File: config.mk
export PLATFORM = sky130hd
export DESIGN_NAME = wm_actuator_driver_flat
export DESIGN_NICKNAME = d
export VERILOG_FILES = /design/src/rtl/wm_actuator_if.sv /design/src/rtl/wm_actuator_driver.sv /design/src/flat_wrapper.sv
export SDC_FILE = /design/constraint.sdc
export NUM_CORES = 1
export LEC_CHECK = 0
export CORE_MARGIN = 2
export CORE_UTILIZATION = 46
export CTS_CLUSTER_DIAMETER = 100
export CTS_CLUSTER_SIZE = 12
export DETAILED_ROUTE_END_ITERATION = 12
export PLACE_DENSITY = 0.72
export SETUP_SLACK_MARGIN = 0.4
export SLEW_MARGIN = 30
export SYNTH_ARGS = -nofsm -noshare
export SYNTH_HDL_FRONTEND = slang
export SYNTH_SLANG_ARGS = --single-unit
File: constraint.sdc
create_clock -name clk -period 2 [get_ports clk]
set_input_delay 0.3 -clock clk [delete_from_list [all_inputs] [get_ports clk]]
set_output_delay 0.3 -clock clk [all_outputs]
set_load 0.01 [all_outputs]
File: src/rtl/wm_actuator_if.sv
// Controller/sensor inputs and actuator drive outputs of the washing-machine actuator driver.
interface wm_actuator_if;
   logic [2:0] stage;
   logic       done;
   logic       input_valve_req;
   logic       output_drain_req;
   logic       door_closed;
   logic       water_full;
   logic       valve_on;
   logic       drain_on;
   logic       motor_en;
   logic       motor_dir;
   logic [1:0] motor_speed;
   logic       door_lock;
   logic [1:0] fault;
   logic       buzzer;

   modport master (
      output stage, done, input_valve_req, output_drain_req, door_closed, water_full,
      input  valve_on, drain_on, motor_en, motor_dir, motor_speed, door_lock, fault, buzzer
   );

   modport slave (
      input  stage, done, input_valve_req, output_drain_req, door_closed, water_full,
      output valve_on, drain_on, motor_en, motor_dir, motor_speed, door_lock, fault, buzzer
   );
endinterface

File: src/rtl/wm_actuator_driver.sv
// Washing-machine actuator driver: motor FSM, valve/drain/door-lock drive and fault latch.
// Define WM_BUZZER_EN to build the end-of-cycle buzzer; otherwise buzzer is tied low.
module wm_actuator_driver #(
   parameter int unsigned AGITATE_TICKS = 4,
   parameter int unsigned DWELL_TICKS   = 1,
   parameter int unsigned RAMP_TICKS    = 3,
   parameter int unsigned BRAKE_TICKS   = 4,
   parameter int unsigned OVF_TICKS     = 3,
   parameter int unsigned BUZZ_TICKS    = 8
) (
   input  logic          clk,
   input  logic          reset,
   wm_actuator_if.slave  bus
);

   function automatic int unsigned maxu(input int unsigned a, input int unsigned b);
      return (a > b) ? a : b;
   endfunction

   // FAULT holds its counter at BRAKE_TICKS, so the counter must reach that value
   localparam int unsigned CNT_MAX = maxu(maxu(AGITATE_TICKS, DWELL_TICKS),
                                          maxu(RAMP_TICKS, maxu(BRAKE_TICKS, 1)));
   localparam int unsigned CNT_W   = $clog2(CNT_MAX + 1);
   localparam int unsigned OVF_W   = $clog2(OVF_TICKS + 1);

   localparam logic [2:0] ST_FILL  = 3'b000;
   localparam logic [2:0] ST_WASH  = 3'b001;
   localparam logic [2:0] ST_RINSE = 3'b010;
   localparam logic [2:0] ST_SPIN  = 3'b011;

   typedef enum logic [3:0] {
      S_OFF, S_AG_CW, S_DWELL_A, S_AG_CCW, S_DWELL_B,
      S_SPIN_RAMP, S_SPIN_HIGH, S_BRAKE, S_FAULT
   } state_e;

   state_e             state_q, state_d;
   logic [CNT_W-1:0]   cnt_q, cnt_d;
   logic [OVF_W-1:0]   ovf_q, ovf_d;
   logic [1:0]         fault_q, fault_d;
   logic               valve_q, valve_d, drain_q, drain_d;
   logic               en_q, en_d, dir_q, dir_d, lock_q, lock_d;
   logic [1:0]         spd_q, spd_d;

   logic               agit_c, spin_c, halt_c, tmo_c, ovf_cond_c, door_flt_c, ovf_flt_c;

   function automatic logic [CNT_W-1:0] cnt_term(input state_e s);
      case (s)
         S_AG_CW, S_AG_CCW:     return CNT_W'(AGITATE_TICKS - 1);
         S_DWELL_A, S_DWELL_B:  return CNT_W'(DWELL_TICKS - 1);
         S_SPIN_RAMP:           return CNT_W'(RAMP_TICKS - 1);
         S_BRAKE:               return CNT_W'(BRAKE_TICKS - 1);
         S_FAULT:               return CNT_W'(BRAKE_TICKS);
         default:               return '0;
      endcase
   endfunction

   // Next state, counters and registered output values
   always_comb begin
      state_d    = state_q;
      fault_d    = fault_q;
      agit_c     = (bus.stage == ST_WASH) || (bus.stage == ST_RINSE);
      spin_c     = (bus.stage == ST_SPIN);
      halt_c     = !agit_c && !spin_c;
      tmo_c      = (cnt_q == cnt_term(state_q));
      ovf_cond_c = bus.input_valve_req && bus.water_full;
      door_flt_c = !bus.door_closed && lock_q;
      ovf_flt_c  = ovf_cond_c && (ovf_q == OVF_W'(OVF_TICKS - 1));

      if (!ovf_cond_c)                       ovf_d = '0;
      else if (ovf_q == OVF_W'(OVF_TICKS))   ovf_d = ovf_q;
      else                                   ovf_d = ovf_q + OVF_W'(1);

      case (state_q)
         S_OFF:       if (agit_c) state_d = S_AG_CW; else if (spin_c) state_d = S_SPIN_RAMP;
         S_AG_CW:     if (spin_c) state_d = S_SPIN_RAMP; else if (halt_c) state_d = S_BRAKE;
                      else if (tmo_c) state_d = S_DWELL_A;
         S_DWELL_A:   if (spin_c) state_d = S_SPIN_RAMP; else if (halt_c) state_d = S_BRAKE;
                      else if (tmo_c) state_d = S_AG_CCW;
         S_AG_CCW:    if (spin_c) state_d = S_SPIN_RAMP; else if (halt_c) state_d = S_BRAKE;
                      else if (tmo_c) state_d = S_DWELL_B;
         S_DWELL_B:   if (spin_c) state_d = S_SPIN_RAMP; else if (halt_c) state_d = S_BRAKE;
                      else if (tmo_c) state_d = S_AG_CW;
         S_SPIN_RAMP: if (!spin_c) state_d = S_BRAKE; else if (tmo_c) state_d = S_SPIN_HIGH;
         S_SPIN_HIGH: if (!spin_c) state_d = S_BRAKE;
         S_BRAKE:     if (tmo_c) state_d = S_OFF;
         S_FAULT:     state_d = S_FAULT;
         default:     state_d = S_OFF;
      endcase

      // Door fault wins when both faults appear together
      if ((state_q != S_FAULT) && (door_flt_c || ovf_flt_c)) begin
         state_d = S_FAULT;
         fault_d = door_flt_c ? 2'b01 : 2'b10;
      end

      if (state_d != state_q) cnt_d = '0;
      else if (tmo_c)         cnt_d = cnt_q;
      else                    cnt_d = cnt_q + CNT_W'(1);

      en_d  = 1'b0;
      dir_d = 1'b0;
      spd_d = 2'b00;
      case (state_d)
         S_AG_CW:     begin en_d = 1'b1; spd_d = 2'b01; end
         S_AG_CCW:    begin en_d = 1'b1; dir_d = 1'b1; spd_d = 2'b01; end
         S_SPIN_RAMP: begin en_d = 1'b1; spd_d = 2'b10; end
         S_SPIN_HIGH: begin en_d = 1'b1; spd_d = 2'b11; end
         default:     ;
      endcase

      if (state_d == S_FAULT) begin
         lock_d  = (cnt_d < CNT_W'(BRAKE_TICKS));
         valve_d = 1'b0;
         drain_d = 1'b1;
      end else begin
         lock_d  = (state_d != S_OFF) || agit_c || spin_c || (bus.stage == ST_FILL);
         valve_d = bus.input_valve_req && bus.door_closed && !bus.water_full;
         drain_d = bus.output_drain_req;
      end
   end

   always_ff @(posedge clk or posedge reset) begin
      if (reset) begin
         state_q <= S_OFF;
         cnt_q   <= '0;
         ovf_q   <= '0;
         fault_q <= 2'b00;
         valve_q <= 1'b0;
         drain_q <= 1'b0;
         en_q    <= 1'b0;
         dir_q   <= 1'b0;
         spd_q   <= 2'b00;
         lock_q  <= 1'b0;
      end else begin
         state_q <= state_d;
         cnt_q   <= cnt_d;
         ovf_q   <= ovf_d;
         fault_q <= fault_d;
         valve_q <= valve_d;
         drain_q <= drain_d;
         en_q    <= en_d;
         dir_q   <= dir_d;
         spd_q   <= spd_d;
         lock_q  <= lock_d;
      end
   end

   assign bus.valve_on    = valve_q;
   assign bus.drain_on    = drain_q;
   assign bus.motor_en    = en_q;
   assign bus.motor_dir   = dir_q;
   assign bus.motor_speed = spd_q;
   assign bus.door_lock   = lock_q;
   assign bus.fault       = fault_q;

`ifdef WM_BUZZER_EN
   localparam int unsigned BUZZ_W = $clog2(BUZZ_TICKS + 1);

   logic              done_q;
   logic [BUZZ_W-1:0] buzz_cnt_q, buzz_cnt_d;
   logic              buzz_q, buzz_d;

   // Rising edge of done (re)loads the pulse length
   always_comb begin
      buzz_cnt_d = buzz_cnt_q;
      if (bus.done && !done_q)     buzz_cnt_d = BUZZ_W'(BUZZ_TICKS);
      else if (buzz_cnt_q != '0)   buzz_cnt_d = buzz_cnt_q - BUZZ_W'(1);
      buzz_d = (buzz_cnt_d != '0);
   end

   always_ff @(posedge clk or posedge reset) begin
      if (reset) begin
         done_q     <= 1'b0;
         buzz_cnt_q <= '0;
         buzz_q     <= 1'b0;
      end else begin
         done_q     <= bus.done;
         buzz_cnt_q <= buzz_cnt_d;
         buzz_q     <= buzz_d;
      end
   end

   assign bus.buzzer = buzz_q;
`else
   assign bus.buzzer = 1'b0;
`endif

endmodule

File: src/flat_wrapper.sv
// flat-port wrapper written by rule: the top's interface ports become plain ports
module wm_actuator_driver_flat 
#(
   parameter int unsigned AGITATE_TICKS = 4,
   parameter int unsigned DWELL_TICKS   = 1,
   parameter int unsigned RAMP_TICKS    = 3,
   parameter int unsigned BRAKE_TICKS   = 4,
   parameter int unsigned OVF_TICKS     = 3,
   parameter int unsigned BUZZ_TICKS    = 8
)
  (clk, reset, bus_stage, bus_done, bus_input_valve_req, bus_output_drain_req, bus_door_closed, bus_water_full, bus_valve_on, bus_drain_on, bus_motor_en, bus_motor_dir, bus_motor_speed, bus_door_lock, bus_fault, bus_buzzer);
  wm_actuator_if bus_i ();
  input  logic clk;
  input  logic reset;
  input wire logic [$bits(bus_i.stage)-1:0] bus_stage;
  input wire logic [$bits(bus_i.done)-1:0] bus_done;
  input wire logic [$bits(bus_i.input_valve_req)-1:0] bus_input_valve_req;
  input wire logic [$bits(bus_i.output_drain_req)-1:0] bus_output_drain_req;
  input wire logic [$bits(bus_i.door_closed)-1:0] bus_door_closed;
  input wire logic [$bits(bus_i.water_full)-1:0] bus_water_full;
  output wire logic [$bits(bus_i.valve_on)-1:0] bus_valve_on;
  output wire logic [$bits(bus_i.drain_on)-1:0] bus_drain_on;
  output wire logic [$bits(bus_i.motor_en)-1:0] bus_motor_en;
  output wire logic [$bits(bus_i.motor_dir)-1:0] bus_motor_dir;
  output wire logic [$bits(bus_i.motor_speed)-1:0] bus_motor_speed;
  output wire logic [$bits(bus_i.door_lock)-1:0] bus_door_lock;
  output wire logic [$bits(bus_i.fault)-1:0] bus_fault;
  output wire logic [$bits(bus_i.buzzer)-1:0] bus_buzzer;
  assign bus_i.stage = bus_stage;
  assign bus_i.done = bus_done;
  assign bus_i.input_valve_req = bus_input_valve_req;
  assign bus_i.output_drain_req = bus_output_drain_req;
  assign bus_i.door_closed = bus_door_closed;
  assign bus_i.water_full = bus_water_full;
  assign bus_valve_on = bus_i.valve_on;
  assign bus_drain_on = bus_i.drain_on;
  assign bus_motor_en = bus_i.motor_en;
  assign bus_motor_dir = bus_i.motor_dir;
  assign bus_motor_speed = bus_i.motor_speed;
  assign bus_door_lock = bus_i.door_lock;
  assign bus_fault = bus_i.fault;
  assign bus_buzzer = bus_i.buzzer;
  wm_actuator_driver #(.AGITATE_TICKS(AGITATE_TICKS), .DWELL_TICKS(DWELL_TICKS), .RAMP_TICKS(RAMP_TICKS), .BRAKE_TICKS(BRAKE_TICKS), .OVF_TICKS(OVF_TICKS), .BUZZ_TICKS(BUZZ_TICKS)) u_core (.clk(clk), .reset(reset), .bus(bus_i));
endmodule
### Word level (Yosys, flattened, before mapping)

Index checks and enable logic that the tools add are counted.

* bits in registers: 18
* input port bits: 10
* output and inout port bits: 10
* word-level logic and storage cells: 89

* add/subtract/negate cells: 2
* $lt $le $gt $ge: 1
* equal/unequal tests: 22
* multiplexer cells: 32
* reductions and logical operators: 22

Operators by type and width (count)
* $mux W4: 19
* $pmux W4 S9: 1
* $eq A4 B3 Y1 const B: 6
* $eq A4 B2 Y1 const B: 3
* $pmux W3 S3: 1
* $eq A4 B1 Y1 const B: 2
* $eq A4 B4 Y1 const B: 2
* $logic_and A1 B1 Y1: 7
* $eq A3 B2 Y1 const B: 2
* $mux W2: 3
* $mux W3: 2
* $pmux W2 S3: 1
* $logic_or A1 B1 Y1: 5
* $mux W1: 5
* $eq A2 B2 Y1 const B: 2
* $logic_not A1 Y1: 4
* $logic_not A4 Y1: 1
* $ne A4 B4 Y1: 1
* $ne A4 B4 Y1 const B: 1
* $reduce_bool A4 Y1: 1
* $reduce_or A4 Y1: 1
* $add A3 B1 Y3 const B: 1
* $eq A3 B1 Y1 const B: 1
* $eq A3 B3 Y1: 1
* 6 further kinds: 6

### Longest topological paths before layout

* word-level depth: 14
* mapped depth: 9
* depth with buffers taken out: 9

### Worst setup path before layout

OpenSTA, ideal clock, no wires.

* path kind: register to register
* start: reg u_core.state_q[3]
* end: reg u_core.en_q (netlist: u_core.bus.motor_en)
* arrival time: 1.864 ns
* setup slack: 0.014 ns
* cell stages (with the launch flop): 8
* path buffers: 0
* path through: dfrtp_1 > nand2b_2 > or4_1 > o21bai_1 > o211ai_1 > a31oi_4 > nor2_1 > a32o_1

* cells in the longest elaborated chain, start to end: 12

Ends and longest elaborated chain
* from (decl): RTL line wm_actuator_driver.sv:36 `state_e state_q, state_d;`
* from (signal assigned): RTL line wm_actuator_driver.sv:135 `state_q <= state_d;`
* $eq A4 B1 Y1 (tied with other cells): RTL line wm_actuator_driver.sv:47, wm_actuator_driver.sv:73
* $reduce_or A3 Y1 (no source line)
* $pmux W3 S3: RTL line wm_actuator_driver.sv:47 `case (s)`
* $eq A3 B3 Y1: RTL line wm_actuator_driver.sv:64 `tmo_c = (cnt_q == cnt_term(state_q));`
* $mux W4 (on tied branches) (3 in a row)
* $pmux W4 S9: RTL line wm_actuator_driver.sv:73 `case (state_q)`
* $mux W4 *: RTL line wm_actuator_driver.sv:91 `if ((state_q != S_FAULT) && (door_flt_c || ovf_flt_c)) begin`
* named net u_core.state_d[0]: RTL line wm_actuator_driver.sv:36
* $eq A4 B1 Y1 (tied with other cells): RTL line wm_actuator_driver.sv:103 `case (state_d)`
* $reduce_or A4 Y1 (no source line) *
* $mux W1 *: RTL line wm_actuator_driver.sv:103
* named net u_core.en_d: RTL line wm_actuator_driver.sv:41 `logic en_q, en_d, dir_q, dir_d, lock_q, lock_d;`
* to (signal assigned): RTL line wm_actuator_driver.sv:141 `en_q <= en_d;`
* to (decl): RTL line wm_actuator_driver.sv:41

The timed path passes the listed nets; every way through them passes the cells marked *.
A chain may end at the register's enable or synchronous reset.

### Worst setup path in the final report

* start: reg u_core.state_q[0]
* end: reg u_core.en_q (netlist: u_core.bus.motor_en)

The elaborated chain is that of the path after synthesis.

==> run_results.csv <==
group,metric,value,unit
sta,worst_slew_pin_slew,0.663,ns
floorplan,dieWidth,58,µm
route,drt_wl_total,4470,µm
worst_setup_path,reg2reg_slack,-0.15,ns
finish,nFillCells,164,
power,p_per_area,1030,nW/µm²
global_routing,grt_pass1_wl,7220,µm
synth,synth-seq-cells,18,
run_status,run_status,"complete, but fails checks",
global_routing,grt.total_usage,28.3,%
worst_setup_path,path_max_fanout,5,
synth,synthMuxAreaShare,0.746,%
route,wl_per_cell,17.3,µm
power,p_leak,1.01,nW
route,drc,0,
global_routing,grt_pass1_vias,1559,
flow_run,max-cap-violations,0,
synth,synth_warnings,0,
synth,synth-xor-area-share,3.26,%
synth,synth_top_family_by_area,"simple AND/OR/NAND/NOR gates",
sta,finalSetupViolCount,9,
finish,diodes,0,
placed_design,dp.cells,245,
finish,final_cells,259,
route,drt_iter0_drc,79,
sta,final.period_utilization,108,%
floorplan,core.rowCount,19,
floorplan,die_area,3360,µm²
synth,yosysTopAreaCell,"dfrtp_1",
route,first_pass_iters,4,
finish,drive_gt1_share,48.7,%
placed_design,hpwl,3220,µm
sta,relSlewSlack,55.7,%
cts,clk_path_buf_depth,2,
synth,syn_avg_cell_area,8.71,µm²
placed_design,io_buffers,17,
synth,synthAdderAreaFrac,2.80,%
finish,nNetsFinal,242,
sta,fin_crit,2.15,ns
worst_setup_path,critPathLaunchType,"flop",
floorplan,design.core.area,2760,µm²
synth,syn-num-nets,167,
cts,cts_htree_levels,1,
synth,synth_area_leaders,"dfrtp_1, nand2_1, nor2_1, ha_1, inv_1",
cts,cts_root_buffer,"clkbuf_4",
cts,numCtsBuffers,3,
synth,syn_area,1340,µm²
finish,syn2layout_area_growth,66.5,%
global_routing,antenna_found_initial,0,
sta,fin_skew,0.00439,ns
worst_setup_path,end_kind,"flop",
sta,max_clock_freq,465,MHz
route,via_per_inst,5.88,
route,routed-via-count,1522,
synth,synth-async-reset-ratio,100,%
worst_setup_path,crit_arrival,2.35,ns
worst_setup_path,critPathKind,"flop to flop",
finish,finalInstanceArea,2230,µm²
synth,synth-edff-count,0,
placed_design,place_area,1900,µm²
synth,seq_area_frac_synth,33.6,%
floorplan,io_pins,20,
worst_setup_path,required,2.20,ns
global_routing,grt_max_degree,19,
route,antenna_left,0,
cts,clock_latency,0.30,ns
cts,cts_tree,"built",
run_status,failed_checks,"setup timing",
floorplan,fp.dieH,58,µm
synth,synth_compound_area_share,26.0,%
power,ir_worst_vdd,1.11,mV
synth,yosys.area_share.simple,27.3,%
synth,yosys-top-cells-count,"dfrtp_1, nand2_1, nor2_1, inv_1",
synth,synth_top_area_share,33.6,%
cts,clk_pin_slew,0.10,ns
sta,drv_slew,0,
worst_hold_path,hold_class,"primary input to async pin",
sta,rsz0062_at_grt,"true",
cts,cts.sinks,18,
sta,worst_slack,-0.152,ns
synth,netlist_instances,154,
floorplan,initial_utilization,48.6,%
synth,ys_types,55,
synth,synth_ff_type,"dfrtp_1",
placed_design,pre_cts_ws,-0.491,ns
placed_design,place.gp.congestion,1.03,
global_routing,grt_overflow,0,
sta,hold_viol,0,
worst max-delay path: stages (launching register included):
cell,delay [ns]
dfrtp_2,0.46
buf_12,0.13
nand2b_4,0.05
or4_1,0.48
o21bai_2,0.18
o211ai_1,0.17
a31oi_4,0.30
nor2_2,0.07
a32o_1,0.21
worst paths after layout:
kind,startpoint,to,cells past startpoint
max,u_core.state_q[0],u_core.bus.motor_en,8
min,reset,u_core.bus.motor_speed[1],2
max in group asynchronous,reset,u_core.cnt_q[2],2
min reg2reg,u_core.bus.fault[0],u_core.bus.fault[0],1
min in group clk,u_core.bus.fault[0],u_core.bus.fault[0],1
max reg2reg,u_core.state_q[0],u_core.bus.motor_en,8
flip-flops by register name, indices dropped and copies added (netlist names):
name	count
u_core.state_q	4
u_core.cnt_q	3
u_core.bus.fault	2
u_core.bus.motor_speed	2
u_core.ovf_q	2
u_core.bus.door_lock	1
u_core.bus.drain_on	1
u_core.bus.motor_dir	1
u_core.bus.motor_en	1
u_core.bus.valve_on	1
report_power, final:
part / internal [mW] / switching, mW
Combinational: 0.774 / 0.733
Clock: 0.111 / 0.116
Sequential: 0.461 / 0.0951
placed cells by master, fill, tap and decap left out, drive strengths merged, types with 2 or more instances in the layout:
| cell type | Yosys | final |
|---|---|---|
| a211oi | 2 | 2 |
| a21o | 2 | 2 |
| a21oi | 8 | 8 |
| a221oi | 3 | 3 |
| a31o | 2 | 2 |
| a31oi | 5 | 5 |
| buf | 7 | 60 |
| clkbuf | 0 | 4 |
| clkdlybuf4s50 | 0 | 14 |
| dfrtp | 18 | 18 |
| dlygate4sd2 | 0 | 3 |
| ha | 3 | 3 |
| inv | 10 | 9 |
| nand2 | 18 | 18 |
| nand2b | 2 | 2 |
| nand3 | 5 | 5 |
| nor2 | 15 | 15 |
| nor2b | 3 | 3 |
| nor3 | 7 | 7 |
| nor3b | 2 | 2 |
| nor4 | 2 | 2 |
| nor4b | 2 | 2 |
| o211ai | 5 | 5 |
| o21ai | 2 | 2 |
| o21bai | 2 | 2 |
| o32ai | 2 | 2 |
| o41ai | 2 | 2 |
| or4 | 3 | 3 |
| xnor2 | 3 | 3 |
| xor2 | 2 | 2 |
routing by layer:
metal  GRT usage (%)  up-vias  wire length, µm
li1                -      716                -
met1            33.9      749             1850
met2            52.6       42             2310
met3            4.24       15              190
met4            7.31        0              122
met5               0        -                0
per-stage QoR:
stage / power (mW) / hold WS [ns] / utilization [%] / setup TNS (ns)
6_report: 2.29 / 0.381 / 81.0 / -0.855
5_1_grt: 2.43 / 0.467 / 81.0 / -1.59
4_1_cts: 2.19 / 0.405 / 76.8 / -0.483
3_5_place_dp: 1.61 / 0.473 / 69.0 / -3.97
2_1_floorplan: 1.09 / 0.239 / - / 0
3_3_place_gp: 1.58 / 0.461 / 69.0 / -3.47
cell type report:
class / count / area (µm²) / area share [%]
Multi-Input combinational cell: 119 / 992 / 44.4
Tap cell: 31 / 38.8 / 1.74
Timing Repair Buffer: 77 / 668 / 29.9
Sequential cell: 18 / 457 / 20.4
Clock buffer: 4 / 36.3 / 1.62
Inverter: 10 / 41.3 / 1.85
logic make-up after synthesis:
logic type | count (synthesis)
simple gates | 66
compound gates | 43
flops | 18
buf+inv | 17
xor+xnor | 5
fa+ha+maj | 3
other cells | 1
mux | 1
timing repair:
item / CTS / global route
hold endpoints to repair: 0 / 0
setup buffers: 6 / 4
resized for setup: 37 / 14
hold buffers: 0 / 0
pin swaps: 12 / 9
endpoints found under the setup margin: 11 / 12
No activity file was read; power rests on OpenSTA's default activity.
